[config.mk]
export PLATFORM = sky130hd
export DESIGN_NAME = hit_arbiter
export DESIGN_NICKNAME = d
export VERILOG_FILES = /design/src/rtl/footsies_pkg.sv /design/src/rtl/box_overlap.sv /design/src/rtl/hit_arbiter.sv
export SDC_FILE = /design/constraint.sdc
export NUM_CORES = 1
export LEC_CHECK = 0
export CORE_ASPECT_RATIO = 0.8
export CORE_MARGIN = 2
export CORE_UTILIZATION = 26
export DETAILED_ROUTE_END_ITERATION = 10
export PLACE_DENSITY = 0.69
export SYNTH_ARGS = -nofsm -noshare
export SYNTH_HDL_FRONTEND = slang
export SYNTH_SLANG_ARGS = --single-unit
[constraint.sdc]
create_clock -name clk -period 6.9 [get_ports clk]
set_input_delay 1.035 -clock clk [delete_from_list [all_inputs] [get_ports clk]]
set_output_delay 1.035 -clock clk [all_outputs]
set_load 0.05 [all_outputs]
[src/rtl/footsies_pkg.sv]
// footsies_pkg
// Shared definitions for the fighting-game datapath: hit arbiter state
// encoding, winner codes, the sprite state encoding used by the player FSM
// and Sprite_Hitbox, sprite/hitbox dimensions, and a saturating score helper.
// No ports; imported with "import footsies_pkg::*;".
package footsies_pkg;

    // Hit arbiter states
    typedef enum logic [1:0] {
        ST_FIGHT      = 2'd0,
        ST_HITSTOP    = 2'd1,
        ST_ROUND_OVER = 2'd2
    } arb_state_t;

    // Winner codes; bit 0 = P1 reached the win score, bit 1 = P2 did
    localparam logic [1:0] WINNER_NONE = 2'd0;
    localparam logic [1:0] WINNER_P1   = 2'd1;
    localparam logic [1:0] WINNER_P2   = 2'd2;
    localparam logic [1:0] WINNER_DRAW = 2'd3;

    // Sprite states shared with the player FSM and Sprite_Hitbox
    typedef enum logic [2:0] {
        IDLE             = 3'd0,
        WALK_FWD         = 3'd1,
        WALK_BACK        = 3'd2,
        ATTACK_STARTUP   = 3'd3,
        ATTACK_ACTIVE    = 3'd4,
        ATTACK_RECOVERY  = 3'd5
    } sprite_state_t;

    // Sprite and hitbox dimensions in pixels
    localparam int SPRITE_W    = 64;
    localparam int SPRITE_H    = 128;
    localparam int HURT_MARGIN = 10;
    localparam int HIT_W       = 30;
    localparam int HIT_H       = 60;

    // Score increment that sticks at 15 instead of wrapping
    function automatic logic [3:0] sat_inc(input logic [3:0] value);
        return (value == 4'd15) ? value : value + 4'd1;
    endfunction

endpackage

[src/rtl/box_overlap.sv]
// box_overlap
// Combinational axis-aligned box intersection test using half-open
// intervals, so boxes that only share an edge do not overlap.
// Ports:
//   a_x1, a_x2, a_y1, a_y2 : first box corners (unsigned)
//   b_x1, b_x2, b_y1, b_y2 : second box corners (unsigned)
//   overlap                : 1 when the interiors intersect
module box_overlap #(
    parameter int COORD_W = 10
) (
    input  logic [COORD_W-1:0] a_x1,
    input  logic [COORD_W-1:0] a_x2,
    input  logic [COORD_W-1:0] a_y1,
    input  logic [COORD_W-1:0] a_y2,
    input  logic [COORD_W-1:0] b_x1,
    input  logic [COORD_W-1:0] b_x2,
    input  logic [COORD_W-1:0] b_y1,
    input  logic [COORD_W-1:0] b_y2,
    output logic               overlap
);

    assign overlap = (a_x1 < b_x2) && (b_x1 < a_x2) &&
                     (a_y1 < b_y2) && (b_y1 < a_y2);

endmodule

[src/rtl/hit_arbiter.sv]
// hit_arbiter
// Once per frame, tests each player's hitbox against the opponent's hurtbox,
// registers at most one hit per attack-active window, runs the hitstop
// freeze and keeps the round score. All outputs are registered.
// Optional feature macro: TRADE_EN (simultaneous strikes become a trade
// instead of a clash).
// Ports:
//   clk, rst            : clock, synchronous active-high reset
//   frame_tick          : one-cycle frame pulse; all evaluation happens on it
//   restart             : level, leaves ROUND_OVER
//   p1_hit_*, p1_hurt_* : P1 hitbox / hurtbox corners and valid flags
//   p2_hit_*, p2_hurt_* : P2 hitbox / hurtbox corners and valid flags
//   p1_got_hit          : one-cycle pulse, P1 was struck
//   p2_got_hit          : one-cycle pulse, P2 was struck
//   freeze              : high in HITSTOP and ROUND_OVER
//   p1_score, p2_score  : current points (saturate at 15)
//   round_over          : high in ROUND_OVER
//   winner              : 0 none, 1 P1, 2 P2, 3 draw
module hit_arbiter
    import footsies_pkg::*;
#(
    parameter int COORD_W        = 10,
    parameter int HITSTOP_FRAMES = 8,
    parameter int WIN_SCORE      = 3
) (
    input  logic               clk,
    input  logic               rst,
    input  logic               frame_tick,
    input  logic               restart,
    input  logic [COORD_W-1:0] p1_hit_x1,
    input  logic [COORD_W-1:0] p1_hit_x2,
    input  logic [COORD_W-1:0] p1_hit_y1,
    input  logic [COORD_W-1:0] p1_hit_y2,
    input  logic               p1_hit_active,
    input  logic [COORD_W-1:0] p1_hurt_x1,
    input  logic [COORD_W-1:0] p1_hurt_x2,
    input  logic [COORD_W-1:0] p1_hurt_y1,
    input  logic [COORD_W-1:0] p1_hurt_y2,
    input  logic               p1_hurt_active,
    input  logic [COORD_W-1:0] p2_hit_x1,
    input  logic [COORD_W-1:0] p2_hit_x2,
    input  logic [COORD_W-1:0] p2_hit_y1,
    input  logic [COORD_W-1:0] p2_hit_y2,
    input  logic               p2_hit_active,
    input  logic [COORD_W-1:0] p2_hurt_x1,
    input  logic [COORD_W-1:0] p2_hurt_x2,
    input  logic [COORD_W-1:0] p2_hurt_y1,
    input  logic [COORD_W-1:0] p2_hurt_y2,
    input  logic               p2_hurt_active,
    output logic               p1_got_hit,
    output logic               p2_got_hit,
    output logic               freeze,
    output logic [3:0]         p1_score,
    output logic [3:0]         p2_score,
    output logic               round_over,
    output logic [1:0]         winner
);

    localparam logic [7:0] HITSTOP_LOAD = 8'(HITSTOP_FRAMES);
    localparam logic [3:0] WIN_LIMIT    = 4'(WIN_SCORE);

    arb_state_t state;
    logic [7:0] hitstop_cnt;
    logic       p1_consumed;
    logic       p2_consumed;
    logic       p1_overlap;
    logic       p2_overlap;
    logic       p1_strike;
    logic       p2_strike;
    logic       p1_wins;
    logic       p2_wins;

    box_overlap #(.COORD_W(COORD_W)) u_p1_on_p2 (
        .a_x1(p1_hit_x1),  .a_x2(p1_hit_x2),  .a_y1(p1_hit_y1),  .a_y2(p1_hit_y2),
        .b_x1(p2_hurt_x1), .b_x2(p2_hurt_x2), .b_y1(p2_hurt_y1), .b_y2(p2_hurt_y2),
        .overlap(p1_overlap)
    );

    box_overlap #(.COORD_W(COORD_W)) u_p2_on_p1 (
        .a_x1(p2_hit_x1),  .a_x2(p2_hit_x2),  .a_y1(p2_hit_y1),  .a_y2(p2_hit_y2),
        .b_x1(p1_hurt_x1), .b_x2(p1_hurt_x2), .b_y1(p1_hurt_y1), .b_y2(p1_hurt_y2),
        .overlap(p2_overlap)
    );

    // A consumed attacker cannot strike again until its hitbox drops
    assign p1_strike = p1_hit_active & p2_hurt_active & p1_overlap & ~p1_consumed;
    assign p2_strike = p2_hit_active & p1_hurt_active & p2_overlap & ~p2_consumed;

    assign p1_wins = (p1_score >= WIN_LIMIT);
    assign p2_wins = (p2_score >= WIN_LIMIT);

    always_ff @(posedge clk) begin
        if (rst) begin
            state       <= ST_FIGHT;
            hitstop_cnt <= 8'd0;
            p1_consumed <= 1'b0;
            p2_consumed <= 1'b0;
            p1_got_hit  <= 1'b0;
            p2_got_hit  <= 1'b0;
            freeze      <= 1'b0;
            p1_score    <= 4'd0;
            p2_score    <= 4'd0;
            round_over  <= 1'b0;
            winner      <= WINNER_NONE;
        end else begin
            p1_got_hit <= 1'b0;
            p2_got_hit <= 1'b0;

            if (frame_tick) begin
                // Dropping the hitbox on a frame ends its active window
                if (!p1_hit_active) p1_consumed <= 1'b0;
                if (!p2_hit_active) p2_consumed <= 1'b0;

                unique case (state)
                    ST_FIGHT: begin
                        if (p1_strike && p2_strike) begin
                            p1_consumed <= 1'b1;
                            p2_consumed <= 1'b1;
`ifdef TRADE_EN
                            p1_got_hit  <= 1'b1;
                            p2_got_hit  <= 1'b1;
                            p1_score    <= sat_inc(p1_score);
                            p2_score    <= sat_inc(p2_score);
                            hitstop_cnt <= HITSTOP_LOAD;
                            freeze      <= 1'b1;
                            state       <= ST_HITSTOP;
`endif
                        end else if (p1_strike) begin
                            p1_consumed <= 1'b1;
                            p2_got_hit  <= 1'b1;
                            p1_score    <= sat_inc(p1_score);
                            hitstop_cnt <= HITSTOP_LOAD;
                            freeze      <= 1'b1;
                            state       <= ST_HITSTOP;
                        end else if (p2_strike) begin
                            p2_consumed <= 1'b1;
                            p1_got_hit  <= 1'b1;
                            p2_score    <= sat_inc(p2_score);
                            hitstop_cnt <= HITSTOP_LOAD;
                            freeze      <= 1'b1;
                            state       <= ST_HITSTOP;
                        end
                    end

                    ST_HITSTOP: begin
                        // The tick that empties the counter also leaves
                        // HITSTOP, so freeze spans exactly HITSTOP_FRAMES ticks
                        if (hitstop_cnt <= 8'd1) begin
                            hitstop_cnt <= 8'd0;
                            if (p1_wins || p2_wins) begin
                                state      <= ST_ROUND_OVER;
                                round_over <= 1'b1;
                                winner     <= {p2_wins, p1_wins};
                            end else begin
                                state  <= ST_FIGHT;
                                freeze <= 1'b0;
                            end
                        end else begin
                            hitstop_cnt <= hitstop_cnt - 8'd1;
                        end
                    end

                    ST_ROUND_OVER: begin
                    end

                    default: begin
                        state <= ST_FIGHT;
                    end
                endcase
            end

            // Restart does not wait for a frame tick
            if (state == ST_ROUND_OVER && restart) begin
                state       <= ST_FIGHT;
                hitstop_cnt <= 8'd0;
                p1_consumed <= 1'b0;
                p2_consumed <= 1'b0;
                freeze      <= 1'b0;
                p1_score    <= 4'd0;
                p2_score    <= 4'd0;
                round_over  <= 1'b0;
                winner      <= WINNER_NONE;
            end
        end
    end

endmodule

==> flow_metrics.tcl <==
set metrics [dict create \
    min_path_type "reg -> reg" \
    criticalPathCategory "in -> reg" \
    totalWireLength_um 9430 \
    layout-drive-gt1-share_pct 3.08 \
    r2r.worst_path.cells 8 \
    report.final.setup_viol 0 \
    grt_setup_unrepaired "no" \
    antennaDiodeCount 0 \
    crit_required_ns 7.05 \
    finish.instance_area_sq_um 5250 \
    fillerInstances 1115 \
    sequential_share_of_the_synthesized_area_pct 16.5 \
    postRouteAntennaNets 0 \
    worstReg2RegEnd "hitstop_cnt[7]" \
    cts-hold-fix-buffers 0 \
    drc_errors 0 \
    rrSetupSlack_ns 4.44 \
    setup.worst_path.start_class "input pin" \
    final_min_period_over_clock_period_pct 55.7 \
    core-area_sq_um 11700 \
    groute.usage.overall_pct 14.3 \
    pin_count_of_the_biggest_net_entering_global_routing 19 \
    grt_antenna_before_repair 0 \
    yosysTopAreaCellShare_pct 30.1 \
    clockBufferDepth 2 \
    die_height_um 103 \
    worst_setup_path_startpoint "p1_hit_x2[9]" \
    cts_root_buffer "sky130_fd_sc_hd__clkbuf_16" \
    postPlaceCellArea_sq_um 5150 \
    finalWeightedCongestion 0.868 \
    grt_first_pass_wirelength_um 15400 \
    critPathTopFamily "compound AO/OA/AOI/OAI gates" \
    top_cells_by_area_synth "sky130_fd_sc_hd__ha_1 30%, sky130_fd_sc_hd__dfxtp_1 16%, sky130_fd_sc_hd__inv_1 9.5%" \
    ys_seq_elements 26 \
    post_cts_buffers 0 \
    timing.critical_path.to "hitstop_cnt[7]" \
    start_util_pct 27.0 \
    yosys_most_used_dff "sky130_fd_sc_hd__dfxtp_1" \
    cp_num_buf_inv 2 \
    post_synth_num_cell_types 55 \
    arrival_ns 4.00 \
    cp_cell_sequence "clkdlybuf4s50_1 > inv_1 > ha_1 > a22oi_1 > o211ai_1 > a211oi_1 > o211ai_1 > a211oi_4 > nor3_2 > o21ai_0 > o21ba_2" \
    power_leakage_uw 0.00241 \
    cp_slowest_stage_delay_ns 0.46 \
    postCtsResizedCells 0 \
    detailedRoute.firstIterationViolations 70 \
    worst_path_most_repeated_cell "sky130_fd_sc_hd__o211ai_1" \
    post-synth-top-area-cell "sky130_fd_sc_hd__ha_1" \
    synth_fp_nets 647 \
    numPortBuffers 181 \
    vias_per_cell 4.72 \
    achievable-frequency_mhz 260 \
    placementRows 35 \
    async_set_or_reset_register_ratio_after_synthesis_pct 0 \
    io_pins 182 \
    firstDrtPassIters 4 \
    cts_tree "done" \
    dieWidth_um 127 \
    finalWorstPathRequiredPeriod_ns 3.84 \
    regToRegStartpoint "p1_consumed" \
    grt-ovfl-total 0 \
    nets 830 \
    number_of_hold_violations_in_the_final_report 0 \
    p_per_area_nw_per_um2 104 \
    post_synth_design_cell_area_sq_um 3160 \
    ys_warn_count 0 \
    cts_inserted_buffers 3 \
    irDropWorstVdd_mv 0.0825 \
    final_cells 733 \
    synth_enable_flop_cells 0 \
    clkLatencyLatePin_ns 0.26 \
    drv_cap 0 \
    status "completed" \
    clkSinkCount 26 \
    slew_violations 0 \
    placedCellCount 729 \
    synth_cells 403 \
    timing.critical_path.slowest_stage_cell "sky130_fd_sc_hd__clkdlybuf4s50_1" \
    timing_worst_slew_pin_value_ns 0.782 \
    worstSetupPathDepth 11 \
    vias_after_detailed_routing 3457 \
    hold_ws_ns 0.446 \
    path_clk_slew_ns 0.06 \
    final.setup.tns_ns 0 \
    clock_skew_ns 0.00342 \
    dp_hpwl_um 8740 \
    overall_die_area_sq_um 13100 \
    core_occupancy_in_the_finished_layout_pct 44.9 \
    synthesis.area_per_instance_sq_um 7.85 \
    grt_pass1_vias 3539 \
    path_max_fanout 5 \
    critical_path.endpoint_type "register" \
    post_detailed_route_wirelength_per_cell_um 12.9 \
    area.growth.synth_to_final_pct 66.1 \
    worst_slew_margin_rel_pct 47.5 \
    cts-htree-levels 1 \
]
layer usage:
layer / part of all wire [%] / routed length [um] / GRT usage, %
met5: 0 / 0 / 0
met1: 44 / 4150 / 17.0
met2: 49 / 4610 / 27.4
met3: 6.5 / 612 / 2.96
met4: 0.65 / 61 / 1.86
worst min-delay path by stage:
| stage | endpoint | slack, ns | cells past startpoint | startpoint |
|---|---|---|---|---|
| final | round_over | 0.45 | 2 | round_over |
| after global placement | round_over | 0.44 | 2 | round_over |
| after detailed placement | round_over | 0.45 | 2 | round_over |
| after CTS | round_over | 0.45 | 2 | round_over |
| after floorplan | p1_consumed | 0.45 | 2 | p1_consumed |
| after global routing | round_over | 0.49 | 2 | round_over |
registers in the layout, summed over array words and instances, names as in the netlist, 2 cells and up:
register,count
hitstop_cnt,8
state,2
winner,2
p2_score,4
p1_score,4
power breakdown:
group	internal (uW)	switching [uW]	total, uW
combinational	138	88.2	226
sequential	153	3.16	156
clock	115	51.0	166
metrics by stage:
step | setup slack [ns] | power [uW]
final | 3.06 | 548
after global routing | 2.80 | 588
after floorplan | 3.80 | 260
after detailed placement | 2.76 | 386
after global placement | 2.81 | 381
after CTS | 3.02 | 554
cell type report:
type	count	area, sq um	area share [%]
multi-input cells	294	2330	44.3
clock buffers	3	75.1	1.43
flip-flops and latches	26	520	9.91
clock inverters	1	30.0	0.572
well taps	148	185	3.53
repair buffers	181	1810	34.5
inverters	80	300	5.72
worst register-to-register path, delay by kind of cell, from the launching register on:
family          cells  cell delay, ns
flops               1            0.31
compound gates      4            1.27
simple gates        4            0.77
cells by family (layout without fill, tap and decap cells):
logic type | Yosys count | after routing | synth area share (%)
xor gates and xnor gates | 5 | 5 | 1.38
buffers and inverters | 83 | 265 | 9.89
DFF | 26 | 26 | 16.5
adders and majority gates | 76 | 76 | 30.1
and+or+nand+nor | 118 | 118 | 22.1
muxes | 3 | 3 | 0.950
AOI/OAI and AO/OA | 92 | 92 | 19.1
synth_stat cells (3+ instances only):
master,count
sky130_fd_sc_hd__nand2_1,26
sky130_fd_sc_hd__nor2_1,17
sky130_fd_sc_hd__nand2b_1,7
sky130_fd_sc_hd__o211ai_1,6
sky130_fd_sc_hd__o21a_1,4
sky130_fd_sc_hd__a22oi_1,5
sky130_fd_sc_hd__ha_1,76
sky130_fd_sc_hd__o31ai_1,3
sky130_fd_sc_hd__mux2i_1,3
sky130_fd_sc_hd__dfxtp_1,26
sky130_fd_sc_hd__o21ai_0,18
sky130_fd_sc_hd__nor3_1,10
sky130_fd_sc_hd__a21o_1,3
sky130_fd_sc_hd__a21oi_1,33
sky130_fd_sc_hd__nor4_1,3
sky130_fd_sc_hd__xor2_1,4
sky130_fd_sc_hd__and2_1,3
sky130_fd_sc_hd__and4_1,5
sky130_fd_sc_hd__and3_1,3
sky130_fd_sc_hd__nand3_1,13
sky130_fd_sc_hd__or3_1,10
sky130_fd_sc_hd__inv_1,80
sky130_fd_sc_hd__nand4_1,4
cell usage in the layout, fill, tap and decap left out, drive strengths merged, types with 4 or more instances in the layout:
cell	instances
o211ai	6
dfxtp	26
a21oi	33
o31ai	4
xor2	4
nand2	26
or3	10
nor2	18
nand2b	7
nand3	13
inv	80
nand4b	4
and4	5
nor3	11
ha	76
clkdlybuf4s50	181
a22oi	5
o21ai	18
o21a	4
nand4	4
Note: power is estimated with default switching activity, not from simulation.
